==> src/rtl/display_pkg.sv <==
// display_pkg: shared constants and scan state type for the seven-segment scan controller
package display_pkg;
    localparam int NUM_DIGITS = 8;
    localparam int IDX_W = 3;
    localparam int NIBBLE_W = 4;
    typedef enum logic [1:0] {IDLE, SHOW, BLANK} scan_state_t;
endpackage

==> src/rtl/display_scan_controller_slot_timer.sv <==
// slot_timer: loadable down-counter whose done flag marks the last cycle of a phase
module slot_timer #(
    parameter int W = 4
) (
    input  logic         clk,
    input  logic         reset,
    input  logic         clear_i,
    input  logic         load_i,
    input  logic [W-1:0] load_value_i,
    output logic         done_o
);
    logic [W-1:0] cnt_q, cnt_d;

    always_comb begin
        cnt_d = clear_i ? '0 : load_i ? load_value_i : (cnt_q != '0 ? cnt_q - 1'b1 : cnt_q);
    end

    always_ff @(posedge clk) begin
        if (reset) cnt_q <= '0;
        else cnt_q <= cnt_d;
    end

    assign done_o = cnt_q == '0;
endmodule

==> src/rtl/display_scan_controller.sv <==
// display_scan_controller: 8-digit multiplexed display sequencer with tear-free double-buffered frames
module display_scan_controller
    import display_pkg::*;
#(
    parameter int SHOW_CYCLES  = 90000,
    parameter int BLANK_CYCLES = 10000
) (
    input  logic                          clk,
    input  logic                          reset,
    input  logic                          enable,
    input  logic [NUM_DIGITS-1:0]         digit_mask,
    input  logic                          load_valid,
    input  logic [NUM_DIGITS*NIBBLE_W-1:0] load_data,
    output logic                          load_ready,
    output logic [IDX_W-1:0]              refresh_counter,
    output logic                          digit_blank,
    output logic [NIBBLE_W-1:0]           nibble,
    output logic                          frame_start
);
    localparam int MAXC = (SHOW_CYCLES > BLANK_CYCLES) ? SHOW_CYCLES : BLANK_CYCLES;
    localparam int TW = $clog2(MAXC + 1);
    localparam logic [TW-1:0] SHOW_LD = TW'(SHOW_CYCLES - 1);
    localparam logic [TW-1:0] BLANK_LD = TW'((BLANK_CYCLES == 0) ? 0 : BLANK_CYCLES - 1);
    localparam logic [IDX_W-1:0] LAST_IDX = IDX_W'(NUM_DIGITS - 1);

    scan_state_t state_q, state_d;
    logic [IDX_W-1:0] idx_q, idx_d;
    logic [NUM_DIGITS-1:0] active_mask_q, active_mask_d;
    logic [NUM_DIGITS*NIBBLE_W-1:0] active_data_q, active_data_d, shadow_q, shadow_d;
    logic pending_q, pending_d;
    logic [IDX_W-1:0] refresh_counter_q, refresh_counter_d;
    logic digit_blank_q, digit_blank_d;
    logic [NIBBLE_W-1:0] nibble_q, nibble_d;
    logic frame_start_q, frame_start_d;
    logic done, timer_load, xfer;

    slot_timer #(.W(TW)) u_timer (
        .clk          (clk),
        .reset        (reset),
        .clear_i      (!enable),
        .load_i       (timer_load),
        .load_value_i (state_d == SHOW ? SHOW_LD : BLANK_LD),
        .done_o       (done)
    );

    always_ff @(posedge clk) begin
        if (reset) state_q <= IDLE;
        else state_q <= state_d;
    end

    always_comb begin
        state_d = state_q;
        idx_d = idx_q;
        if (!enable) begin
            state_d = IDLE;
            idx_d = '0;
        end else if (state_q == IDLE) begin
            state_d = SHOW;
            idx_d = '0;
        end else if (done) begin
            state_d = (state_q == SHOW && BLANK_CYCLES > 0) ? BLANK : SHOW;
            idx_d = (state_q == SHOW && BLANK_CYCLES > 0) ? idx_q : idx_q + 1'b1;
        end
    end

    // every entry into SHOW at index 0 is a frame boundary, including the first one out of IDLE
    always_comb begin
        timer_load = enable && (state_q == IDLE || done);
        frame_start_d = enable && (state_q == IDLE || (done && state_d == SHOW && idx_q == LAST_IDX));
        xfer = load_valid && !pending_q;
        active_mask_d = frame_start_d ? digit_mask : active_mask_q;
        active_data_d = (frame_start_d && pending_q) ? shadow_q : active_data_q;
        pending_d = xfer ? 1'b1 : (frame_start_d ? 1'b0 : pending_q);
        shadow_d = xfer ? load_data : shadow_q;
        refresh_counter_d = state_d == IDLE ? '0 : idx_d;
        digit_blank_d = state_d == SHOW ? !active_mask_d[idx_d] : 1'b1;
        nibble_d = active_data_d[NIBBLE_W*idx_d +: NIBBLE_W];
    end

    always_ff @(posedge clk) begin
        if (reset) begin
            idx_q <= '0;
            active_mask_q <= '0;
            active_data_q <= '0;
            shadow_q <= '0;
            pending_q <= 1'b0;
            refresh_counter_q <= '0;
            digit_blank_q <= 1'b1;
            nibble_q <= '0;
            frame_start_q <= 1'b0;
        end else begin
            idx_q <= idx_d;
            active_mask_q <= active_mask_d;
            active_data_q <= active_data_d;
            shadow_q <= shadow_d;
            pending_q <= pending_d;
            refresh_counter_q <= refresh_counter_d;
            digit_blank_q <= digit_blank_d;
            nibble_q <= nibble_d;
            frame_start_q <= frame_start_d;
        end
    end

    assign load_ready = !pending_q;
    assign refresh_counter = refresh_counter_q;
    assign digit_blank = digit_blank_q;
    assign nibble = nibble_q;
    assign frame_start = frame_start_q;
endmodule

==> config.mk <==
export PLATFORM = sky130hd
export DESIGN_NAME = display_scan_controller
export DESIGN_NICKNAME = d
export VERILOG_FILES = /design/src/rtl/display_pkg.sv /design/src/rtl/display_scan_controller_slot_timer.sv /design/src/rtl/display_scan_controller.sv
export SDC_FILE = /design/constraint.sdc
export NUM_CORES = 1
export LEC_CHECK = 0
export CORE_ASPECT_RATIO = 1.5
export CORE_MARGIN = 8
export CORE_UTILIZATION = 45
export CTS_BUF_LIST = sky130_fd_sc_hd__clkbuf_4 sky130_fd_sc_hd__clkbuf_8
export CTS_CLUSTER_SIZE = 24
export DETAILED_ROUTE_END_ITERATION = 7
export DONT_BUFFER_PORTS = 1
export PLACE_DENSITY_LB_ADDON = 0.15
export SLEW_MARGIN = 20
export SYNTH_ARGS = -nofsm -noshare
export SYNTH_HDL_FRONTEND = slang
export SYNTH_SLANG_ARGS = --single-unit
==> constraint.sdc <==
create_clock -name clk -period 5.9 [get_ports clk]
set_input_delay 0.885 -clock clk [delete_from_list [all_inputs] [get_ports clk]]
set_output_delay 0.885 -clock clk [all_outputs]
set_load 0.005 [all_outputs]
Yosys cells after proc, flatten, opt, wreduce, memory -nomap -nowiden
Cells that the tools add are included.
{"block": "totals", "register_bits": 104, "output_inout_bits": 10, "in_bits": 44}
{"block": "op_classes", "reduce_logical": 19, "bitwise": 2, "n_mux": 17, "magnitude_cmp": 1, "shift": 1, "n_eq_ne": 3, "addsub": 2}
{"op": "$mux W17", "n": 3}
{"op": "$mux W32", "n": 1}
{"op": "$shiftx A32 B6 Y4", "n": 1}
{"op": "$logic_not A17 Y1", "n": 1}
{"op": "$reduce_bool A17 Y1", "n": 1}
{"op": "$sub A17 B1 Y17 const B", "n": 1}
{"op": "$mux W3", "n": 4}
{"op": "$mux W2", "n": 4}
{"op": "$mux W8", "n": 1}
{"op": "$logic_and A1 B1 Y1", "n": 6}
{"op": "$reduce_or A2 Y1", "n": 3}
{"op": "$eq A2 B1 Y1 const B", "n": 2}
{"op": "$logic_not A2 Y1", "n": 2}
{"op": "$lt A3 B4 Y1 const B", "n": 1}
{"op": "$reduce_bool A2 Y1", "n": 2}
{"op": "$add A3 B1 Y3 const B", "n": 1}
{"op": "$bmux W1 S3", "n": 1}
{"op": "$eq A3 B3 Y1 const B", "n": 1}
{"op": "$mux W1", "n": 3}
{"op": "$logic_not A1 Y1", "n": 2}
{"op": "$logic_or A1 B1 Y1", "n": 2}
{"op": "$not A1 Y1", "n": 2}

Logic depth before layout (Yosys ltp)
Gate-level depths: netlist of the first run.
{"block": "depth", "word_depth": 14, "depth_mapped": 12, "mapped_depth_nobuf": 9}

Modules after synthesis
Synthesis of the first run repeated with hierarchy kept, for this count alone.
{"block": "hier_totals", "hier_cells": 529, "hier_area_um2": 4629.4}
{"module": "display_scan_controller", "cells_per_inst": 433, "area_each_um2": 3741.1, "n_inst": 1}
{"module": "slot_timer", "cells_per_inst": 96, "area_each_um2": 888.4, "n_inst": 1}

Least setup slack after synthesis of the first run
OpenSTA, ideal clock, no wires.
{"block": "synth_timing", "kind": "flip-flop to flip-flop", "start": "register u_timer.cnt_q[0]", "end": "register u_timer.cnt_q[15]", "setup_ps": 116, "path_stages_with_launch": 8, "t_arrival_ps": 2472, "synth_period_minus_slack_ps": 2587, "slack_ps": 3313, "required_time_ps": 5784, "cell_sequence": "dfxtp_1 > or4_4 > or4_4 > or3_4 > or3_4 > or3_1 > xor2_1 > nor2_1"}
{"block": "synth_between", "elab_chain_cells": 4}
{"element": "from (decl)", "line_no": "display_scan_controller_slot_timer.sv:12", "rtl": "logic [W-1:0] cnt_q, cnt_d;"}
{"element": "from (signal assigned)", "line_no": "display_scan_controller_slot_timer.sv:20", "rtl": "else cnt_q <= cnt_d;"}
{"element": "branches (longest 4 deep; another with $sub A17 B1 Y17)"}
Parallel ways; which one is timed is not known. The select of a mux whose other input is x is not followed.
A chain may end at the register's enable or synchronous reset.

Worst setup path after layout of the first run
{"block": "layout_timing", "start": "register u_timer.cnt_q[6]", "end": "register nibble_q[3], in the netlist nibble[3]"}
{"block": "layout_between", "elab_chain_cells": 12}
{"element": "$logic_not A17 Y1 (*)", "line_no": "display_scan_controller_slot_timer.sv:23", "rtl": "assign done_o = cnt_q == '0;"}
{"element": "$mux W2", "line_no": "display_scan_controller.sv:60", "rtl": "end else if (done) begin"}
{"element": "$mux W2", "line_no": "display_scan_controller.sv:57", "rtl": "end else if (state_q == IDLE) begin"}
{"element": "$mux W2", "line_no": "display_scan_controller.sv:54", "rtl": "if (!enable) begin"}
{"element": "$eq A2 B1 Y1", "line_no": "display_scan_controller.sv:69", "rtl": "frame_start_d = enable && (state_q == IDLE || (done && state_d == SHOW && idx_q == LAST_IDX));"}
{"element": "$logic_and A1 B1 Y1 (2 in a row)", "line_no": "display_scan_controller.sv:69"}
{"element": "$logic_or A1 B1 Y1", "line_no": "display_scan_controller.sv:69"}
{"element": "$logic_and A1 B1 Y1", "line_no": "display_scan_controller.sv:69"}
{"element": "$logic_and A1 B1 Y1", "line_no": "display_scan_controller.sv:72", "rtl": "active_data_d = (frame_start_d && pending_q) ? shadow_q : active_data_q;"}
{"element": "$mux W32", "line_no": "display_scan_controller.sv:72"}
{"element": "$shiftx A32 B6 Y4 (*)", "line_no": "display_scan_controller.sv:77", "rtl": "nibble_d = active_data_d[NIBBLE_W*idx_d +: NIBBLE_W];"}
{"element": "to (signal assigned)", "line_no": "display_scan_controller.sv:99", "rtl": "nibble_q <= nibble_d;"}
{"element": "to (decl)", "line_no": "display_scan_controller.sv:33", "rtl": "logic [NIBBLE_W-1:0] nibble_q, nibble_d;"}
Every way passes the cells marked *; elsewhere a longest branch is shown, timed or not.

==> results by group, run 1 <==
Outcome
  • Outcome: finished clean

Route
  • WL final: 10600 um
  • ANT nets after route: 0
  • 1st-iter DRT viols: 242
  • Vias after detailed routing: 3758
  • DR DRC count: 0
  • Via density per instance: 5.62
  • Avg WL per Cell: 15.9 um
  • Drt first pass iters: 4

Clock network
  • Clock buffer depth: 2
  • H-tree Lvls: 3
  • Hold_buf cts: 0
  • Post_cts resized: 0
  • Post-CTS setup buffer count: 0
  • TritonCTS Sinks: 104
  • TritonCTS clock tree: yes
  • Worst-path clk slew: 0.09 ns
  • Clock Latency Late Sink: 0.36 ns
  • Inserted Clock Buffers: 9
  • CTS root buf: clkbuf_8

Final layout
  • Final core occ: 0.490
  • Layout cells sized above 1: 0.0505
  • Number of diodes: 0
  • Cell Count, Final, Fillers Out: 669
  • # nets final: 597
  • FILL cells: 963
  • Area delta synth->final: 5.94%

Global routing
  • Total grt overflow: 0
  • First-pass GRT wire length: 17700 um
  • Largest net degree at the start of global routing: 83
  • Vias in the first global route: 3633
  • Initial antenna violation count: 0
  • Total GRT Usage: 0.157

Timing
  • Setup TNS: 0 ns
  • Setup slack after layout: 2.48 ns
  • Final setup fails: 0
  • Fin. Hold Viols: 0
  • Slew Limit Fails: 0
  • Fin crit share: 0.579
  • RSZ-0062 raised after global routing: no
  • Peak Freq: 293 MHz
  • Skew final: 0.0117 ns
  • Worst-margin pin slew: 1.02 ns
  • Minimum clock period: 3.42 ns
  • Max_slew headroom: 0.319

Placed design
  • Placed Cells: 652
  • Number of port buffers: 0
  • DP Wirelength: 7270 um
  • Global placer's final weighted congestion: 0.786
  • Post-place setup slack: 2.35 ns

Power
  • Static leakage: 1.72 nW
  • Peak VDD IR: 0.000149 V
  • Final Power: 1.38 mW
  • PwrDens: 290 nW/um^2

Synthesis
  • Post-Syn Area: 4480 um^2
  • Post-synthesis sequential area ratio: 0.464
  • Area share of the largest cell type after synthesis: 0.464
  • Area contributors post-synth: dfxtp_1 46%, nand2_1 14%, a21oi_1 11%
  • Most common cell in the netlist: nand2_1
  • Top_reg_cell synth: dfxtp_1
  • Yosys top cell by area: dfxtp_1
  • Synth top cells by count: 170 x nand2_1, 104 x dfxtp_1, 97 x a21oi_1
  • Yosys reg bits: 104
  • Synthesis Warnings: 0
  • Post-synth EDFFs: 0
  • Synth Area per Inst: 7.84 um^2
  • Synth Net Count: 620
  • Synthesized instance count: 572
  • Async set or reset register ratio after synthesis: 0
  • Synth cell types: 51

Die
  • Die footprint: 13500 um^2
  • Starting Density: 0.463
  • Die Y: 138 um
  • Core Region: 9690 um^2
  • IO Pins: 54
  • Row count: 44
  • Die X: 97.5 um

Worst setup path
  • Kind of critical path: flip-flop to flip-flop
  • Required @ worst endpoint: 6.19 ns
  • Critical-path maximum fanout: 12
  • CP max stage cell: a32oi_1
  • Critical Path Source Type: flip-flop
  • Flop-to-flop setup slack: 2.48 ns
  • Crit end category: flip-flop
  • CP arrival: 3.71 ns
  • Delay of the slowest critical-path stage: 0.68 ns
  • CP Cell Sequence: nor4_1 -> nand4_1 -> a22o_1 -> a32oi_1 -> nand3_1 -> a221o_1 -> o211ai_1
  • R2r startpoint: u_timer.cnt_q[6]
  • CP startpoint: u_timer.cnt_q[6]
  • R2R cell count: 7

Min path
  • Hold Crit Depth: 2
  • Min-delay src: active_data_q[14]
  • HP Class: flip-flop to flip-flop

Flow run
  • Max-cap violations: 0
per-stage QoR:
| stage | hold slack, ns | cell area (um^2) |
|---|---|---|
| after global placement | 0.433 | 4510 |
| after floorplan | 0.431 | 4480 |
| after CTS | 0.454 | 4740 |
| after detailed placement | 0.438 | 4510 |
| after global routing | 0.471 | 4750 |
| final | 0.455 | 4750 |
cell families (layout without fill, tap and decap cells):
kind of cell / after synthesis / count (layout) / synth area share
muxes: 13 / 13 / 0.0290
adders and majority gates: 4 / 4 / 0.0112
DFF: 104 / 104 / 0.464
xor gates and xnor gates: 14 / 14 / 0.0273
AOI/OAI and AO/OA: 138 / 138 / 0.182
buffers and inverters: 42 / 24 / 0.0357
and+or+nand+nor: 257 / 257 / 0.251
placed cells by master (no fill, tap or decap), types with 4 or more instances in the layout:
master,n
nand2_1,170
a21oi_1,96
mux2i_1,13
and3_1,4
nor2_1,30
xor2_1,5
clkbuf_8,10
nand4_1,11
ha_1,4
inv_1,4
xnor2_1,9
nand3_1,10
and2_1,5
nor3_1,6
o211ai_1,6
dfxtp_1,104
report_power, final:
part	switching, mW	total [mW]	internal, mW
logic	0.0781	0.130	0.0519
registers	0.0226	0.753	0.731
clock network	0.243	0.496	0.253
path summary, 6_finish.rpt:
path | to
max | nibble[3]
min reg2reg | active_data_q[14]
max reg2reg | nibble[3]
min | active_data_q[14]
layout make-up:
| class | instances | area [um^2] | area share |
|---|---|---|---|
| Inverter | 4 | 15.0 | 0.00316 |
| Multi-Input combinational cell | 426 | 2250 | 0.474 |
| Sequential cell | 104 | 2080 | 0.438 |
| Tap cell | 115 | 144 | 0.0303 |
| Clock inverter | 6 | 91.3 | 0.0192 |
| Clock buffer | 10 | 138 | 0.0290 |
| Timing Repair Buffer | 4 | 27.5 | 0.00579 |
metal layers:
layer  routed length (um)  global-route usage  part of all wire
met5                    0                   0                 0
met4                  226              0.0593             0.021
met3                  432              0.0424             0.041
met2                 5630               0.282              0.53
met1                 4330               0.169              0.41
worst max-delay path: cells and delay by family, from the launching register on:
kind | cells | cell delay, ns
compound gates | 4 | 1.49
flops | 1 | 0.36
simple gates | 3 | 1.50
sequential cells by signal, indices dropped and copies added, names as in the netlist:
register,flops
u_timer.cnt_q,17
frame_start,1
state_q,2
shadow_q,32
pending_q,1
idx_q,3
refresh_counter,3
nibble,4
active_mask_q,8
active_data_q,32
digit_blank,1
Note: power is estimated with default switching activity, not from simulation.
==> inputs of run 2 (changes only) <==
==> constraint.sdc (replaced) <==
create_clock -name clk -period 3.5 [get_ports clk]
set_input_delay 0.525 -clock clk [delete_from_list [all_inputs] [get_ports clk]]
set_output_delay 0.525 -clock clk [all_outputs]
set_load 0.005 [all_outputs]
==> run 2 against run 1 <==
- count of clock-buffer cells in the layout grew 4
- fmax grew 20%
- register-to-register slack lost 1.8 ns
- sequential power grew 69%
- combinational power grew 72%
- largest power group unchanged
==> results by group, run 2 (synthesized netlist as in run 1, its figures left out) <==
Die
  • Die footprint: 13500 um^2 (unchanged)
  • IO Pins: 54 (unchanged)
  • Die X: 97.5 um (unchanged)
  • Die Y: 138 um (unchanged)
  • Row count: 44 (unchanged)
  • Starting Density: 0.463 (unchanged)
  • Core Region: 9690 um^2 (unchanged)

Clock network
  • Clock buffer depth: 2 (unchanged)
  • H-tree Lvls: 3 (unchanged)
  • TritonCTS Sinks: 104 (unchanged)
  • Clock Latency Late Sink: 0.36 ns (about the same)
  • TritonCTS clock tree: yes
  • Post-CTS setup buffer count: 0 (unchanged)
  • Post_cts resized: 0 (unchanged)
  • CTS root buf: clkbuf_8
  • Hold_buf cts: 0 (unchanged)
  • Inserted Clock Buffers: 9 (unchanged)
  • Worst-path clk slew: 0.09 ns (about the same)

Global routing
  • Total grt overflow: 0 (unchanged)
  • Initial antenna violation count: 0 (unchanged)
  • Largest net degree at the start of global routing: 83 (unchanged)
  • First-pass GRT wire length: 17600 um (-0.39%)
  • Vias in the first global route: 3645 (+0.33%)
  • Total GRT Usage: 0.157 (about the same)

Final layout
  • Design Area, Final: 4760 um^2 (+0.24%)
  • Most frequent cells in the layout: 170 x nand2_1, 104 x dfxtp_1, 96 x a21oi_1, 30 x nor2_1, 13 x mux2i_1
  • # nets final: 603 (+1.0%)
  • Final core occ: 0.491 (+0.00116)
  • Largest regs: active_data_q: 32 flops, shadow_q: 32 flops, u_timer.cnt_q: 17 flops
  • Number of diodes: 0 (unchanged)
  • Area delta synth->final: 6.19%
  • Layout cells sized above 1: 0.0607 (+0.0102)
  • Commonest non-fill, non-tap cell in the layout: nand2_1
  • Cell Count, Final, Fillers Out: 675 (+0.90%)
  • FILL cells: 990 (+2.8%)

Min path
  • Hold Crit Depth: 1 (-1)
  • Min-delay src: reset
  • HP Class: input pin to flip-flop
  • Worst hold endpoint: refresh_counter[2]

Timing
  • Max_slew headroom: 0.333 (+0.0139)
  • Minimum clock period: 2.85 ns (-0.568 ns)
  • Setup TNS: 0 ns (unchanged)
  • Setup slack after layout: 0.650 ns (-1.83 ns)
  • Slew Limit Fails: 0 (unchanged)
  • Fin crit share: 0.814 (+0.235)
  • RSZ-0062 raised after global routing: no
  • Worst hold slack: 0.233 ns (-0.222 ns)
  • Skew final: 0.00556 ns (-0.00616 ns)
  • Fin. Hold Viols: 0 (unchanged)
  • Worst-margin pin slew: 0.998 ns (-0.0233 ns)
  • Peak Freq: 351 MHz (+20%)
  • Final setup fails: 0 (unchanged)

Placed design
  • Post-place setup slack: 0.636 ns (-1.71 ns)
  • Number of port buffers: 0 (unchanged)
  • Placed Cells: 659 (+1.1%)
  • Global placer's final weighted congestion: 0.825 (+5.0%)
  • Post-DP Area: 4560 um^2 (+1.2%)
  • DP Wirelength: 7650 um (+5.2%)

Worst setup path
  • Required @ worst endpoint: 3.74 ns (-2.45 ns)
  • CP arrival: 3.09 ns (-0.62 ns)
  • Flop-to-flop setup slack: 0.65 ns (-1.83 ns)
  • Critical Path Source Type: flip-flop
  • R2R cell count: 9 (+2)
  • Kind of critical path: flip-flop to flip-flop
  • Crit end category: flip-flop
  • FF-to-FF End: nibble[3]
  • R2r startpoint: u_timer.cnt_q[12]
  • Critical-path maximum fanout: 32 (+20)

Route
  • Vias after detailed routing: 3769 (+0.29%)
  • Via density per instance: 5.58 (-0.60%)
  • Avg WL per Cell: 16.0 um (+0.69%)
  • ANT nets after route: 0 (unchanged)
  • Drt first pass iters: 4 (unchanged)
  • 1st-iter DRT viols: 204 (-16%)
  • DR DRC count: 0 (unchanged)
  • WL final: 10800 um (+1.6%)

Outcome
  • Outcome: finished clean

Power
  • Final Power: 2.21 mW (+60%)
  • Peak VDD IR: 0.000353 V (+140%)
  • Static leakage: 1.73 nW (+0.62%)
  • PwrDens: 464 nW/um^2 (+60%)

Flow run
  • Max-cap violations: 0 (unchanged)
==> run 2: changes by cell type in the layout (fill, tap and decap cells not counted), sizes merged <==
cell,before,now
bufinv,2,0
clkbuf,11,14
clkinv,3,1
buf,3,10
inv,5,4
clkinvlp,0,1
==> run 2: how the worst max path moves through the flow <==
stage / start / end / slack [ns] / cells past startpoint
floorplan: u_timer.cnt_q[0] / u_timer.cnt_q[15] / 0.91 / 7
global placement: u_timer.cnt_q[12] / nibble[3] / 0.73 / 9
detailed placement: u_timer.cnt_q[0] / nibble[3] / 0.64 / 11
CTS: u_timer.cnt_q[0] / nibble[3] / 0.62 / 11
global route: u_timer.cnt_q[0] / nibble[3] / 0.29 / 11
finish: u_timer.cnt_q[12] / nibble[3] / 0.65 / 9
==> run 2: critical path, cell delays in order, from the launching register on <==
cell       delay, ns
dfxtp_1         0.36
nor4_1          0.60
nand4_1         0.20
buf_4           0.24
o211ai_1        0.18
buf_4           0.38
mux2i_1         0.25
mux2i_1         0.09
o2111ai_1       0.28
o211ai_1        0.13
==> run 2: metal layers <==
metal  track usage  wire [um]  vias to the layer above
met2         0.283       5710                       75
met3        0.0404        494                       13
met5             0          0                        -
met1         0.168       4410                     1761
li1              -          -                     1920
met4        0.0641        167                        0
==> run 2: power by group <==
group	switching [mW]	internal [mW]
clock network	0.383	0.333
logic	0.132	0.0912
registers	0.0390	1.23
total	0.554	1.66
==> run 2: cell type report <==
class                           instances  area [um^2]  share of cell area
Timing Repair Buffer                   10         75.1              0.0158
Sequential cell                       104         2080               0.437
Inverter                                4         15.0             0.00315
Clock inverter                          2         12.5             0.00263
Clock buffer                           14          180              0.0378
Tap cell                              115          144              0.0302
Multi-Input combinational cell        426         2250               0.473
==> inputs of run 3 (changes only) <==
==> constraint.sdc (replaced) <==
create_clock -name clk -period 2.8 [get_ports clk]
set_input_delay 0.42 -clock clk [delete_from_list [all_inputs] [get_ports clk]]
set_output_delay 0.42 -clock clk [all_outputs]
set_load 0.005 [all_outputs]
==> run 3 against run 2 <==
- fmax rose by 6.3%
- global-route usage barely moved
- worst hold slack got worse by 0.11 ns
- core utilization rose by 2.1 points
- sequential share of layout area fell by 1.8 points
- combinational power rose by 35%
- final cell count rose by 1.9%
- count of clock-buffer cells in the layout fell by 3
- power rose by 38%
- critical path depth fell by 2
- first-iteration DRC count rose by 1.5%
- final area rose by 4.3%
- critical path type unchanged
- largest power group unchanged
==> results by group, run 3 (synthesized netlist as in run 1, its figures left out) <==
Die
  • Die X: 97.5 um (unchanged)
  • Row count: 44 (unchanged)
  • Starting Density: 0.463 (unchanged)
  • Core Region: 9690 um^2 (unchanged)
  • Die footprint: 13500 um^2 (unchanged)
  • IO Pins: 54 (unchanged)
  • Die Y: 138 um (unchanged)

Worst setup path
  • Required @ worst endpoint: 3.08 ns (-0.66 ns)
  • Kind of critical path: flip-flop to flip-flop
  • Critical Path Source Type: flip-flop
  • CP arrival: 2.96 ns (-0.13 ns)
  • Flop-to-flop setup slack: 0.12 ns (-0.53 ns)
  • R2r startpoint: u_timer.cnt_q[0]
  • Worst setup path end: u_timer.cnt_q[15]
  • Delay of the slowest critical-path stage: 0.54 ns (-0.06 ns)
  • Crit end category: flip-flop
  • CP max stage cell: or4_4
  • R2R cell count: 7 (-2)
  • Critical-path maximum fanout: 3 (-91%)
  • CP startpoint: u_timer.cnt_q[0]
  • CP Cell Sequence: or4_4 -> or4_4 -> or3_4 -> or3_4 -> or3_1 -> xor2_1 -> nor2_1
  • FF-to-FF End: u_timer.cnt_q[15]

Final layout
  • Cell Count, Final, Fillers Out: 688 (+1.9%)
  • Area occupied by multi-input gates: 2260 um^2 (+0.11%)
  • Largest regs: active_data_q: 32 flops, shadow_q: 32 flops, u_timer.cnt_q: 17 flops
  • # nets final: 616 (+2.2%)
  • Storage cell area: 2080 um^2 (unchanged)
  • Number of diodes: 0 (unchanged)
  • Commonest non-fill, non-tap cell in the layout: nand2_1
  • Area delta synth->final: 10.7%
  • Most frequent cells in the layout: 170 x nand2_1, 104 x dfxtp_1, 96 x a21oi_1, 30 x nor2_1, 20 x buf_4
  • Layout cells sized above 1: 0.0838 (+0.0231)
  • FILL cells: 973 (-1.7%)

Route
  • Vias after detailed routing: 3789 (+0.53%)
  • DR DRC count: 0 (unchanged)
  • 1st-iter DRT viols: 207 (+1.5%)
  • Drt first pass iters: 5 (+1)
  • ANT nets after route: 0 (unchanged)
  • WL final: 10800 um (+0.19%)
  • Avg WL per Cell: 15.7 um (-1.7%)
  • Via density per instance: 5.51 (-1.4%)

Global routing
  • Gr busiest metal: met2
  • Vias in the first global route: 3742 (+2.7%)
  • GR Util met3: 0.0314 (-0.00898)
  • Largest net degree at the start of global routing: 83 (unchanged)
  • GR Util met2: 0.277 (-0.00639)
  • Initial antenna violation count: 0 (unchanged)
  • Total grt overflow: 0 (unchanged)
  • First-pass GRT wire length: 17800 um (+0.78%)
  • Grt met1 use: 0.178 (+0.00938)
  • Total GRT Usage: 0.158 (+0.000446)

Timing
  • Slew Limit Fails: 0 (unchanged)
  • Worst hold slack: 0.121 ns (-0.111 ns)
  • Fin. Hold Viols: 0 (unchanged)
  • Fin crit share: 0.957 (+0.143)
  • Minimum clock period: 2.68 ns (-0.170 ns)
  • Max_slew headroom: 0.526 (+0.192)
  • Final setup fails: 0 (unchanged)
  • RSZ-0062 raised after global routing: no
  • Skew final: 0.0113 ns (+0.00575 ns)
  • Peak Freq: 373 MHz (+6.3%)
  • Setup TNS: 0 ns (unchanged)
  • Worst-margin pin slew: 0.707 ns (-0.291 ns)

Power
  • Peak VDD IR: 0.000343 V (-2.8%)
  • Final Power: 3.05 mW (+38%)
  • Static leakage: 1.83 nW (+5.9%)
  • PwrDens: 615 nW/um^2 (+33%)

Placed design
  • Placed Cells: 672 (+2.0%)
  • Global placer's final weighted congestion: 0.822 (-0.29%)
  • DP Wirelength: 7520 um (-1.6%)
  • Number of port buffers: 0 (unchanged)

Clock network
  • TritonCTS clock tree: yes
  • H-tree Lvls: 3 (unchanged)
  • CTS root buf: clkbuf_8
  • TritonCTS Sinks: 104 (unchanged)
  • Clock Latency Late Sink: 0.38 ns (+0.02 ns)
  • Clock buffer depth: 2 (unchanged)
  • Hold_buf cts: 0 (unchanged)
  • Inserted Clock Buffers: 9 (unchanged)
  • Worst-path clk slew: 0.10 ns (about the same)

Flow run
  • Max-cap violations: 0 (unchanged)

Min path
  • HP Class: input pin to flip-flop

Outcome
  • Outcome: finished clean
## run 3: cell types whose count changed in the layout (fill, tap and decap cells not counted), sizes merged
cell,previous run,this run
bufinv,0,3
clkinv,1,0
clkinvlp,1,0
buf,10,23
clkbuf,14,11
inv,4,6
## run 3: stage by stage
stage | worst slack, ns | util | cell area (um^2)
global route | 0.00447 | 0.513 | 4970
global placement | 0.166 | 0.485 | 4700
finish | 0.120 | 0.513 | 4970
CTS | 0.0782 | 0.512 | 4960
detailed placement | 0.123 | 0.485 | 4700
floorplan | 0.213 | - | 4480
## run 3: power breakdown
part           internal [mW]  switching [mW]  total, mW
clock network          0.649           0.518       1.17
registers               1.54          0.0480       1.59
logic                  0.132           0.169      0.300
total                   2.32           0.734       3.05
## run 3: routing by layer
metal / vias up / share of wire
li1: 1951 / -
met1: 1762 / 0.43
met2: 60 / 0.52
met3: 16 / 0.029
met4: 0 / 0.022
met5: - / 0
## run 3: final cells by class
type	count	area share
flip-flops and latches	104	0.419
clock inverters	5	0.0217
clock buffers	11	0.0305
inverters	4	0.00302
multi-input cells	426	0.454
well taps	115	0.0290
repair buffers	23	0.0423
## run 3: how the worst min path moves through the flow
stage | startpoint | endpoint | slack (ns) | cells after the start
final | reset | refresh_counter[2] | 0.12 | 1
after global routing | reset | refresh_counter[2] | 0.09 | 1
after detailed placement | active_data_q[15] | active_data_q[15] | 0.44 | 2
after global placement | active_data_q[11] | active_data_q[11] | 0.43 | 2
after CTS | reset | active_mask_q[0] | 0.10 | 1
after floorplan | active_data_q[11] | active_data_q[11] | 0.43 | 2
## run 3: worst max-delay path, delay by kind of cell (launching register included)
kind	cells	cell delay (ns)
xor+xnor	1	0.15
flops	1	0.34
simple gates	6	2.09
## run 3: what timing repair did
action,4_1_cts,5_1_grt
endpoints found under the setup margin,0,2
resized for setup,0,2
setup buffers,0,0
